$ cat src/rtl/uart_rx_os.sv
// Oversampling UART receiver: 2-flop synchronizer, tick divider, start/data/parity/stop FSM,
// and a one-deep output holding register with a valid/ready handshake.
module uart_rx_os #(
  parameter int DATA_BITS  = 8,
  parameter int OVERSAMPLE = 16,
  parameter int CLK_DIV    = 27,
  parameter int PARITY_EN  = 0,
  parameter int PARITY_ODD = 0,
  parameter int STOP_BITS  = 1
) (
  input  logic                 clk,
  input  logic                 reset,
  input  logic                 rx,
  output logic [DATA_BITS-1:0] data_out,
  output logic                 valid,
  input  logic                 ready,
  output logic                 frame_err,
  output logic                 parity_err,
  output logic                 overrun
);

  localparam int DW = (CLK_DIV > 1) ? $clog2(CLK_DIV) : 1;
  localparam int TW = $clog2(OVERSAMPLE);
  localparam int BW = 4;
  localparam logic [DW-1:0] DIV_M1  = DW'(CLK_DIV - 1);
  localparam logic [TW-1:0] HALF_M1 = TW'(OVERSAMPLE / 2 - 1);
  localparam logic [TW-1:0] FULL_M1 = TW'(OVERSAMPLE - 1);
  localparam logic [BW-1:0] DLAST   = BW'(DATA_BITS - 1);
  localparam logic [BW-1:0] SLAST   = BW'(STOP_BITS - 1);

  typedef enum logic [2:0] {IDLE, START, DATA, PARITY, STOP} state_t;

  state_t state_q, state_d;

  logic                 sync1, rx_s;
  logic [DW-1:0]        div_cnt;
  logic                 tick;
  logic [TW-1:0]        tcnt;
  logic [BW-1:0]        bcnt;
  logic [DATA_BITS-1:0] shreg;
  logic                 perr_q, ferr_q;

  logic div_rst, tcnt_clr, tcnt_inc, bcnt_clr, shift_en, par_smp, stop_smp, done;
  logic ferr_fin, perr_fin;

  always_ff @(posedge clk or negedge reset) begin
    if (!reset) begin
      sync1 <= 1'b1;
      rx_s  <= 1'b1;
    end else begin
      sync1 <= rx;
      rx_s  <= sync1;
    end
  end

  // Free-running tick divider, re-phased to the detected start edge.
  assign tick = (div_cnt == DIV_M1);

  always_ff @(posedge clk or negedge reset) begin
    if (!reset)                div_cnt <= '0;
    else if (div_rst || tick)  div_cnt <= '0;
    else                       div_cnt <= div_cnt + 1'b1;
  end

  always_ff @(posedge clk or negedge reset) begin
    if (!reset) state_q <= IDLE;
    else        state_q <= state_d;
  end

  always_comb begin
    state_d  = state_q;
    div_rst  = 1'b0;
    tcnt_clr = 1'b0;
    tcnt_inc = 1'b0;
    bcnt_clr = 1'b0;
    shift_en = 1'b0;
    par_smp  = 1'b0;
    stop_smp = 1'b0;
    done     = 1'b0;
    case (state_q)
      IDLE: begin
        if (!rx_s) begin
          state_d  = START;
          div_rst  = 1'b1;
          tcnt_clr = 1'b1;
          bcnt_clr = 1'b1;
        end
      end
      START: begin
        if (tick) begin
          if (tcnt == HALF_M1) begin
            tcnt_clr = 1'b1;
            state_d  = rx_s ? IDLE : DATA;
          end else tcnt_inc = 1'b1;
        end
      end
      DATA: begin
        if (tick) begin
          if (tcnt == FULL_M1) begin
            tcnt_clr = 1'b1;
            shift_en = 1'b1;
            if (bcnt == DLAST) begin
              bcnt_clr = 1'b1;
              state_d  = (PARITY_EN != 0) ? PARITY : STOP;
            end
          end else tcnt_inc = 1'b1;
        end
      end
      PARITY: begin
        if (tick) begin
          if (tcnt == FULL_M1) begin
            tcnt_clr = 1'b1;
            par_smp  = 1'b1;
            state_d  = STOP;
          end else tcnt_inc = 1'b1;
        end
      end
      STOP: begin
        if (tick) begin
          if (tcnt == FULL_M1) begin
            tcnt_clr = 1'b1;
            stop_smp = 1'b1;
            if (bcnt == SLAST) begin
              bcnt_clr = 1'b1;
              done     = 1'b1;
              state_d  = IDLE;
            end
          end else tcnt_inc = 1'b1;
        end
      end
      default: state_d = IDLE;
    endcase
  end

  always_ff @(posedge clk or negedge reset) begin
    if (!reset) begin
      tcnt <= '0;
      bcnt <= '0;
    end else begin
      if (tcnt_clr)      tcnt <= '0;
      else if (tcnt_inc) tcnt <= tcnt + 1'b1;
      if (bcnt_clr)                  bcnt <= '0;
      else if (shift_en || stop_smp) bcnt <= bcnt + 1'b1;
    end
  end

  // Per-frame datapath; error accumulators are cleared at each start detect.
  always_ff @(posedge clk or negedge reset) begin
    if (!reset) begin
      shreg  <= '0;
      perr_q <= 1'b0;
      ferr_q <= 1'b0;
    end else begin
      if (div_rst) begin
        perr_q <= 1'b0;
        ferr_q <= 1'b0;
      end
      if (shift_en) shreg  <= {rx_s, shreg[DATA_BITS-1:1]};
      if (par_smp)  perr_q <= ((^shreg) ^ rx_s) != 1'(PARITY_ODD);
      if (stop_smp) ferr_q <= ferr_q | ~rx_s;
    end
  end

  // The last stop sample is folded in combinationally so completion needs no extra cycle.
  assign ferr_fin = ferr_q | ~rx_s;
  assign perr_fin = (PARITY_EN != 0) ? perr_q : 1'b0;

  always_ff @(posedge clk or negedge reset) begin
    if (!reset) begin
      data_out   <= '0;
      valid      <= 1'b0;
      frame_err  <= 1'b0;
      parity_err <= 1'b0;
      overrun    <= 1'b0;
    end else begin
      overrun <= 1'b0;
      if (done) begin
        if (!valid || ready) begin
          data_out   <= shreg;
          frame_err  <= ferr_fin;
          parity_err <= perr_fin;
          valid      <= 1'b1;
        end else begin
          overrun <= 1'b1;
        end
      end else if (valid && ready) begin
        valid <= 1'b0;
      end
    end
  end

endmodule

$ cat config.mk
export PLATFORM = sky130hd
export DESIGN_NAME = uart_rx_os
export DESIGN_NICKNAME = d
export VERILOG_FILES = /design/src/rtl/uart_rx_os.sv
export SDC_FILE = /design/constraint.sdc
export NUM_CORES = 1
export LEC_CHECK = 0
export ABC_CLOCK_PERIOD_IN_PS = 3600
export CAP_MARGIN = 20
export CORE_ASPECT_RATIO = 0.5
export CORE_MARGIN = 1.5
export CORE_UTILIZATION = 34
export DETAILED_ROUTE_END_ITERATION = 16
export GPL_ROUTABILITY_DRIVEN = 0
export PLACE_DENSITY_LB_ADDON = 0.3
export SKIP_CTS_REPAIR_TIMING = 1
export SLEW_MARGIN = 20
export SYNTH_ARGS = -nofsm -noshare
export SYNTH_HDL_FRONTEND = slang
export SYNTH_SLANG_ARGS = --single-unit
$ cat constraint.sdc
create_clock -name clk -period 3.6 [get_ports clk]
set_clock_uncertainty 0.15 [all_clocks]
set_input_delay 0.9 -clock clk [delete_from_list [all_inputs] [get_ports clk]]
set_output_delay 0.9 -clock clk [all_outputs]
set_load 0.02 [all_outputs]
==> results.yml <==
status:
  outcome: "complete, no violations"
timing:
  setup_viol: 0
  min_period_over_period: 0.648
  fmax_mhz: 428
  hold_viol: 0
  holdWs_ns: 0.206
  setup_tns_ns: 0
  maxSlewViolCount: 0
  post-route-min-period_ns: 2.33
  slew_headroom: 0.447
  fin_ws_ns: 1.27
  rsz0062_at_grt: "no"
  tightest_slew_ns: 0.829
clocking:
  cts_buffers: 5
  clock-sinks: 38
  cts.htree.levels: 2
  clock-root-buffer: "clkbuf_8"
  cts.clk_slew.worst_paths_ns: 0.07
  clock_latency_ns: 0.28
  cts_tree: "built"
  clk_path_buf_depth: 2
placement:
  portBuffers: 14
  placedCellCount: 236
  hpwl_mm: 2.00
  place_ws_ns: 0.948
drt:
  ant_nets: 0
  wl_mm: 2.90
  vias_per_cell: 4.67
  routedWlPerCell_um: 11.9
  firstDrtPassIters: 4
  vias: 1136
  post-route-drc-count: 0
  drt_iter0_markers: 30
setup_path:
  cp.arrival_ns: 2.35
  cp-start-kind: "input port"
  r2r_end: "data_out[3]$_DFFE_PN0P_"
  rr_worst_depth: 4
  r2r_start: "state_q[2]$_DFFE_PN0P_"
  cp.depth: 4
  worst_setup_path_end_kind: "flop"
  path_cells: "clkdlybuf4s50_1 -> nand2b_1 -> and3_1 -> mux2_4"
  critPathBufInv: 1
  cpMaxStageDelayCell: "and3_1"
  critPathKind: "in2reg"
  max_stage_delay_ns: 0.54
  cpLargestDelayFamily: "simple AND/OR/NAND/NOR gates"
  crit_required_ns: 3.62
  critical_path.max_fanout: 10
  ff2ff_setup_slack_ns: 1.31
power_and_ir_drop:
  leakagePower_nw: 0.941
  power.density_mw_per_mm2: 335
  vdd_drop_max_mv: 0.117
logic_synthesis:
  ys_seq_elements: 38
  async_flop_share: 1.00
  synth_edf_count: 0
  synth_top_area_share: 0.480
  synthesis.area_mm2: 0.00188
  syn_avg_cell_area_um2: 11.9
  yosysWarningCount: 0
  synth_cells: 158
  synth_largest_area_cell: "dfrtp_1"
  ys_seq_area_frac: 0.508
  syn-num-nets: 167
  synth_cell_types: 44
  ys.flop_type: "dfrtp_1"
  synthTopCellsByArea: "dfrtp_1 (48%), mux2_4 (6.4%), mux2_2 (4.8%), nor2_1 (3.8%), ha_1 (3.3%)"
hold_path:
  hold_start: "sync1$_DFF_PN1_"
  hold_depth: 0
  hold_end: "rx_s$_DFF_PN1_"
  hp-class: "reg2reg"
final_layout:
  antennaDiodeCount: 0
  nets: 182
  instances_no_fill: 243
  num-fill-cells: 496
  fin_util: 0.418
  drive_gt1_frac: 0.237
  syn_to_final_growth_pct: 13.9
floorplanning:
  coreArea_mm2: 0.00511
  io_pins: 16
  die_x_um: 108
  dieHeight_um: 55.6
  initial_core_util: 0.367
  dieArea_mm2: 0.00601
  rows: 18
flow_run:
  cap_violations: 0
grt:
  overflow: 0
  grtUsageTotal: 0.116
  antenna_found_initial: 0
  grt_pass1_vias: 1173
  grt_first_pass_wirelength_mm: 5.37
  grt_max_degree: 39
==> cells in the final DEF, fill, tap and decap left out, drive strengths merged, types with 2 or more instances in the layout <==
cell / instances
dfrtp: 36
nor3b: 3
clkdlybuf4s50: 13
ha: 5
inv: 5
xor2: 4
nand3: 7
o21ai: 7
dfstp: 2
mux2: 16
nor2: 21
clkbuf: 5
mux2i: 2
xnor2: 6
nand2: 10
a21oi: 4
o31ai: 2
nor2b: 2
clkinv: 2
nor3: 4
==> metrics by stage <==
| stage | instance area [um^2] | power (mW) |
|---|---|---|
| 6_report | 2140 | 0.716 |
| 5_1_grt | 2140 | 0.751 |
| 4_1_cts | 2140 | 0.728 |
| 3_5_place_dp | 2060 | 0.451 |
| 3_3_place_gp | 2060 | 0.451 |
| 2_1_floorplan | 1880 | 0.441 |
==> flip-flops by register name, summed over array words and instances (netlist names) <==
signal / cells
data_out: 8
sync1: 1
frame_err: 1
ferr_q: 1
shreg: 8
bcnt: 4
div_cnt: 5
rx_s: 1
state_q: 3
valid: 1
tcnt: 4
overrun: 1
==> metal layers <==
metal	GRT usage	part of all wire	vias up
met3	0.0425	0.041	4
li1	-	-	568
met4	0.0451	0.013	0
met1	0.148	0.50	547
met5	0	0	-
met2	0.178	0.44	17
==> worst max-delay path by stage <==
stage | from | end | slack, ns
after floorplan | ready | data_out[0]$_DFFE_PN0P_ | 1.66
after global placement | ready | data_out[7]$_DFFE_PN0P_ | 0.96
after detailed placement | ready | data_out[0]$_DFFE_PN0P_ | 0.95
after CTS | ready | data_out[3]$_DFFE_PN0P_ | 1.25
after global routing | state_q[2]$_DFFE_PN0P_ | data_out[4]$_DFFE_PN0P_ | 1.18
final | ready | data_out[3]$_DFFE_PN0P_ | 1.27
==> area by class of cell <==
type                            count  area, um^2  share of cell area
Sequential cell                    38         953               0.446
Tap cell                           70        87.6              0.0410
Multi-Input combinational cell    109         865               0.404
Clock inverter                      2        10.0             0.00468
Timing Repair Buffer               14         135              0.0632
Clock buffer                        5        68.8              0.0322
Inverter                            5        18.8             0.00878
==> power by group <==
part / internal (mW) / switching [mW]
Sequential: 0.429 / 0.000861
Combinational: 0.00287 / 0.00980
Clock: 0.130 / 0.144
Total: 0.562 / 0.154
==> Yosys cell counts, drive strengths merged, types with 2 or more instances <==
master / instances
inv: 5
buf: 6
mux2i: 2
nor3: 4
o21ai: 7
nor2b: 2
a21oi: 4
xor2: 4
ha: 5
nand2: 10
nor3b: 3
mux2: 16
dfstp: 2
xnor2: 6
dfrtp: 36
nor2: 21
nand3: 7
o31ai: 2
==> cells by family after synthesis <==
kind of cell,count (synthesis),synth area share
AOI/OAI and AO/OA,18,0.0746
xor gates and xnor gates,10,0.0466
adders and majority gates,5,0.0333
buffers and inverters,11,0.0320
DFF,38,0.508
muxes,18,0.123
other,1,0.00200
and+or+nand+nor,57,0.181
Note: power is estimated with default switching activity, not from simulation.
==> edit 1, RTL diff (config.mk and constraints unchanged) <==
`PARITY_EN`: 0 -> 1.
--- a/src/rtl/uart_rx_os.sv
+++ b/src/rtl/uart_rx_os.sv
@@ -6,3 +6,3 @@
   parameter int CLK_DIV    = 27,
-  parameter int PARITY_EN  = 0,
+  parameter int PARITY_EN  = 1,
   parameter int PARITY_ODD = 0,
Behaviour: no difference found for any inputs over 10 cycles, from zero or initial values and one cycle with reset low; that may be too few to reach the edited logic, so the function may still have changed.
==> edit 1 against the unedited design <==
Final area is 10% higher; total power increased by 36%; critical path depth is 3 lower; via count up 7.8%; synthesized area increased by 6.4%; sequential share of layout area is 2.1 points lower; setup slack gained 0.040 ns; maximum frequency up 1.7%; hold slack hardly changed; count of clock-buffer cells in the layout is the same; sequential cell count is 2 higher; routed wire length rose by 7.1%; clock power up 85%; highest routed layer unchanged.
==> edit 1: results (changes against the unedited design) <==
| Metric | Value |
|---|---|
| Status | finished clean |
| DRT Wirelength | 3104 um (+7.1%) |
| Slowest stage cell, crit path | clkdlybuf4s50_1 |
| Worst-skew pair later-pin latency | 0.28 ns (about the same) |
| Dpl ws | 1.053 ns (+0.1049 ns) |
| Most frequent cells after synthesis | dfrtp_1 (38), mux2_2 (18), nor2_1 (15) |
| CTS root buffer | clkbuf_16 |
| Via density per instance | 4.785 (+2.4%) |
| All-Layer GR Usage | 11.11% (-0.47 points) |
| Drt pass-1 iters | 3 (-1) |
| Met2 wire len | 1347 um (+5.7%) |
| Synth Area per Inst | 12.04 um2 (+1.3%) |
| Crit Path Max Fanout | 2 (-8) |
| Initial DRC Count | 36 (+20%) |
| CP arrival | 1.24 ns (-1.11 ns) |
| Fraction of registers with async set/reset | 100.0% (unchanged) |
| Area contributors post-synth | dfrtp_1 (48%), mux2_2 (10%), xnor2_1 (4.8%), xor2_1 (3.5%), ha_1 (3.1%) |
| Post-synthesis cell type count | 39 (-11%) |
| Leakage | 1.082 nW (+15%) |
| Largest net degree at the start of global routing | 41 (+5.1%) |
| DP HPWL | 2240 um (+12%) |
| Initial antenna violation count | 0 (unchanged) |
| # nets final | 191 (+4.9%) |
| Worst-path clk slew | about 0.060 ns |
| DR WL met3 | 74 um (-38%) |
| PnR worst setup slack | 1.306 ns (+0.03991 ns) |
| Kind of cell adding the most delay to the critical path | buffers and inverters |
| H-tree lvl count | 2 (unchanged) |
| Layout cells sized above 1 | 22.40% (-1.3 points) |
| Hold WC Path Type | flop to flop |
| Max layer used | met4 |
| Post-synthesis sequential area ratio | 50.22% (-0.55 points) |
| Slew HR | 42.93% (-1.8 points) |
| Vias in the first global route | 1230 (+4.9%) |
| DP Area | 2190 um2 (+6.3%) |
| Syn nets | 175 (+4.8%) |
| Cts bufs inserted | 5 (unchanged) |
| Synth Warn # | 0 (unchanged) |
| Port bufs | 15 (+1) |
| Worst-case clock buffer depth | 2 (unchanged) |
| Max VDD drop | 0.3221 mV (+180%) |
| Post-synth EDFFs | 0 (unchanged) |
| Fill cells | 568 (+15%) |
| Critical Path Max Stage Delay | 0.61 ns (+0.07 ns) |
| Top Registers | data_out (8), shreg (8), div_cnt (5) |
| First-pass GRT wire length | 5658 um (+5.4%) |
| Ant. Diodes | 0 (unchanged) |
| Worst R2R Setup Slack | 1.41 ns (+0.10 ns) |
| Met1 wire length | 1646 um (+13%) |
-- edit 1: through the flow --
| step | hold slack, ns | cells | util, % |
|---|---|---|---|
| floorplan | 0.1952 | 166 | - |
| global placement | 0.1990 | 248 | 39.36 |
| detailed placement | 0.1984 | 248 | 39.36 |
| CTS | 0.2070 | 256 | 42.44 |
| global route | 0.2081 | 256 | 42.44 |
| finish | 0.2062 | 256 | 42.44 |
-- edit 1: cells by family (layout without fill, tap and decap cells) --
kind of cell	count (synthesis)	count (layout)	share of synthesized area, %
AO/OA/AOI/OAI	19	19	7.326
XOR/XNOR	19	19	8.328
adder cells (fa/ha/maj)	5	5	3.131
buffers and inverters	9	26	2.818
flip-flops	40	40	50.22
multiplexers	20	20	11.15
AND/OR/NAND/NOR	54	54	17.03
-- edit 1: final cells by class --
type | instances | area, um2 | area share [%]
clock inverter | 3 | 46.29 | 1.961
tap | 73 | 91.34 | 3.869
timing repair buffer | 15 | 145.1 | 6.147
clock buffer | 5 | 125.1 | 5.299
inverter | 3 | 11.26 | 0.4769
multi-input combinational | 117 | 938.4 | 39.75
sequential | 40 | 1003 | 42.50
-- edit 1: worst paths after layout --
kind,from,to,depth (start not counted)
hold / removal,sync1,rx_s,0
setup reg to reg,state_q[1],data_out[5],4
hold reg to reg,sync1,rx_s,0
setup / recovery,parity_err,parity_err,1
min in group asynchronous,reset,div_cnt[0],1
max in group asynchronous,reset,bcnt[3],1
-- edit 1: where the power goes --
| group | internal (mW) | switching (mW) | total [mW] |
|---|---|---|---|
| Combinational | 0.00348 | 0.00913 | 0.0126 |
| Sequential | 0.452 | 0.00117 | 0.453 |
| Clock | 0.329 | 0.177 | 0.506 |
| Total | 0.784 | 0.187 | 0.971 |
-- edit 1: worst reg2reg max path: cells and delay by family (launching register included) --
kind | cells | cell delay, ns
flip-flops | 1 | 0.53
multiplexers | 1 | 0.38
AND/OR/NAND/NOR | 3 | 1.01
-- edit 1: layer usage --
layer,track usage (%),vias up
met5,0,-
met4,2.712,0
met3,3.507,4
met2,17.70,11
met1,15.03,588
li1,-,622
==> edit 2, RTL diff (config.mk and constraints unchanged) <==
Without the edit above. Reset style: synchronous (`reset`), changed in 6 clocked blocks.
--- a/src/rtl/uart_rx_os.sv
+++ b/src/rtl/uart_rx_os.sv
@@ -45,3 +45,3 @@
 
-  always_ff @(posedge clk or negedge reset) begin
+  always_ff @(posedge clk) begin
     if (!reset) begin
@@ -58,3 +58,3 @@
 
-  always_ff @(posedge clk or negedge reset) begin
+  always_ff @(posedge clk) begin
     if (!reset)                div_cnt <= '0;
@@ -64,3 +64,3 @@
 
-  always_ff @(posedge clk or negedge reset) begin
+  always_ff @(posedge clk) begin
     if (!reset) state_q <= IDLE;
@@ -134,3 +134,3 @@
 
-  always_ff @(posedge clk or negedge reset) begin
+  always_ff @(posedge clk) begin
     if (!reset) begin
@@ -147,3 +147,3 @@
   // Per-frame datapath; error accumulators are cleared at each start detect.
-  always_ff @(posedge clk or negedge reset) begin
+  always_ff @(posedge clk) begin
     if (!reset) begin
@@ -167,3 +167,3 @@
 
-  always_ff @(posedge clk or negedge reset) begin
+  always_ff @(posedge clk) begin
     if (!reset) begin
Formal check against the unedited RTL: no difference found for any inputs over 10 cycles, from zero or initial values and one cycle with reset low; that may be too few to reach the edited logic, so the function may still have changed.
==> edit 2 against the unedited design <==
Final area fell by 2.8%; setup slack gained 0.044 ns; register-to-register slack improved by 0.08 ns; synthesized area decreased by 3.4%; sequential cell count did not move; largest cell class is now multi-input gates; routed wire length grew 7.8%.
Power is not compared: it rests on default switching activity, and its combinational part moved more than twofold at a synthesized area within 25%.
==> edit 2: results (changes against the unedited design) <==
| Metric | Value |
|---|---|
| Slowest stage cell, crit path | clkdlybuf4s50_1 |
| Status | finished clean |
| Total number of vias | 1324 (+17%) |
| Area contributors post-synth | dfxtp_1 (42%), mux2i_1 (11%), nand2_1 (4.1%), ha_1 (3.4%), nor2b_1 (3.1%) |
| Initial antenna violation count | 0 (unchanged) |
| Kind of cell adding the most delay to the critical path | buffers and inverters |
| All-Layer GR Usage | 12.48% (+0.90 points) |
| Initial DRC Count | 44 (+47%) |
| Vias in the first global route | 1238 (+5.5%) |
| Post-synthesis cell type count | 50 (+14%) |
| Worst R2R Setup Slack | 1.39 ns (+0.08 ns) |
| Dpl ws | 1.198 ns (+0.2500 ns) |
| DRT Wirelength | 3124 um (+7.8%) |
| Fraction of registers with async set/reset | 0% (-100 points) |
| First-pass GRT wire length | 5485 um (+2.2%) |
| Min-delay src | sync1 |
| Ys flop type | dfxtp_1 |
| Via density per instance | 4.797 (+2.6%) |
| Final hold slack | 0.2560 ns (+0.04974 ns) |
| Largest net degree at the start of global routing | 35 (-10%) |
| Worst Hold Endpoint | rx_s |
| Reg2Reg Launch Point | state_q[2] |
| CP arrival | 1.24 ns (-1.11 ns) |
| Layout cells sized above 1 | 8.738% (-15 points) |
| Most frequent cells after synthesis | dfxtp_1 (38), mux2i_1 (20), nand2_1 (20) |
| Top Registers | data_out (8), shreg (8), div_cnt (5) |
| Worst slew pin tran | 0.7072 ns (-0.1216 ns) |
| Crit Path Max Fanout | 2 (-8) |
| DP Area | 2001 um2 (-2.9%) |
| Post-synthesis sequential area ratio | 41.93% (-8.8 points) |
| # nets final | 215 (+18%) |
| Placed cells | 269 (+14%) |
-- edit 2: cell types whose count changed in the layout (fill, tap and decap cells not counted), moves of 3 or more --
cell | unedited run | this run
nand2b_1 | 1 | 5
buf_4 | 0 | 3
dfxtp_1 | 0 | 38
dfrtp_1 | 36 | 0
mux2_4 | 8 | 0
nor2_1 | 19 | 12
nor2b_1 | 2 | 9
mux2i_1 | 2 | 20
a211oi_1 | 0 | 3
mux2_2 | 8 | 0
nor4_1 | 0 | 3
or3_1 | 0 | 3
nand2_1 | 9 | 20
-- edit 2: per-layer routing --
metal | vias to the layer above | track usage (%) | wire length, um
met3 | 5 | 4.286 | 107
met4 | 0 | 6.081 | 50
met5 | - | 0 | 0
li1 | 696 | - | -
met1 | 608 | 14.56 | 1564
met2 | 15 | 21.29 | 1401
-- edit 2: area by class of cell --
type | count | area [um2]
multi-input combinational | 140 | 974.7
sequential | 38 | 760.7
inverter | 4 | 15.01
tap | 70 | 87.58
timing repair buffer | 17 | 162.7
clock inverter | 2 | 10.01
clock buffer | 5 | 68.82
fill | 489 | 2943
-- edit 2: how the worst max path moves through the flow --
stage | depth (start not counted) | endpoint | slack [ns]
3_5_place_dp | 4 | data_out[0] | 1.20
2_1_floorplan | 4 | bcnt[1] | 1.67
4_1_cts | 1 | data_out[2] | 1.30
3_3_place_gp | 4 | data_out[4] | 1.23
6_report | 1 | frame_err | 1.31
5_1_grt | 5 | data_out[1] | 1.18
-- edit 2: cells by family after synthesis --
family,after synthesis,share of synthesized area [%]
buf+inv,17,4.690
xor+xnor,7,3.379
flops,38,41.93
fa+ha+maj,5,3.448
simple gates,81,25.38
compound gates,26,9.932
other cells,1,0.2067
mux,20,11.03
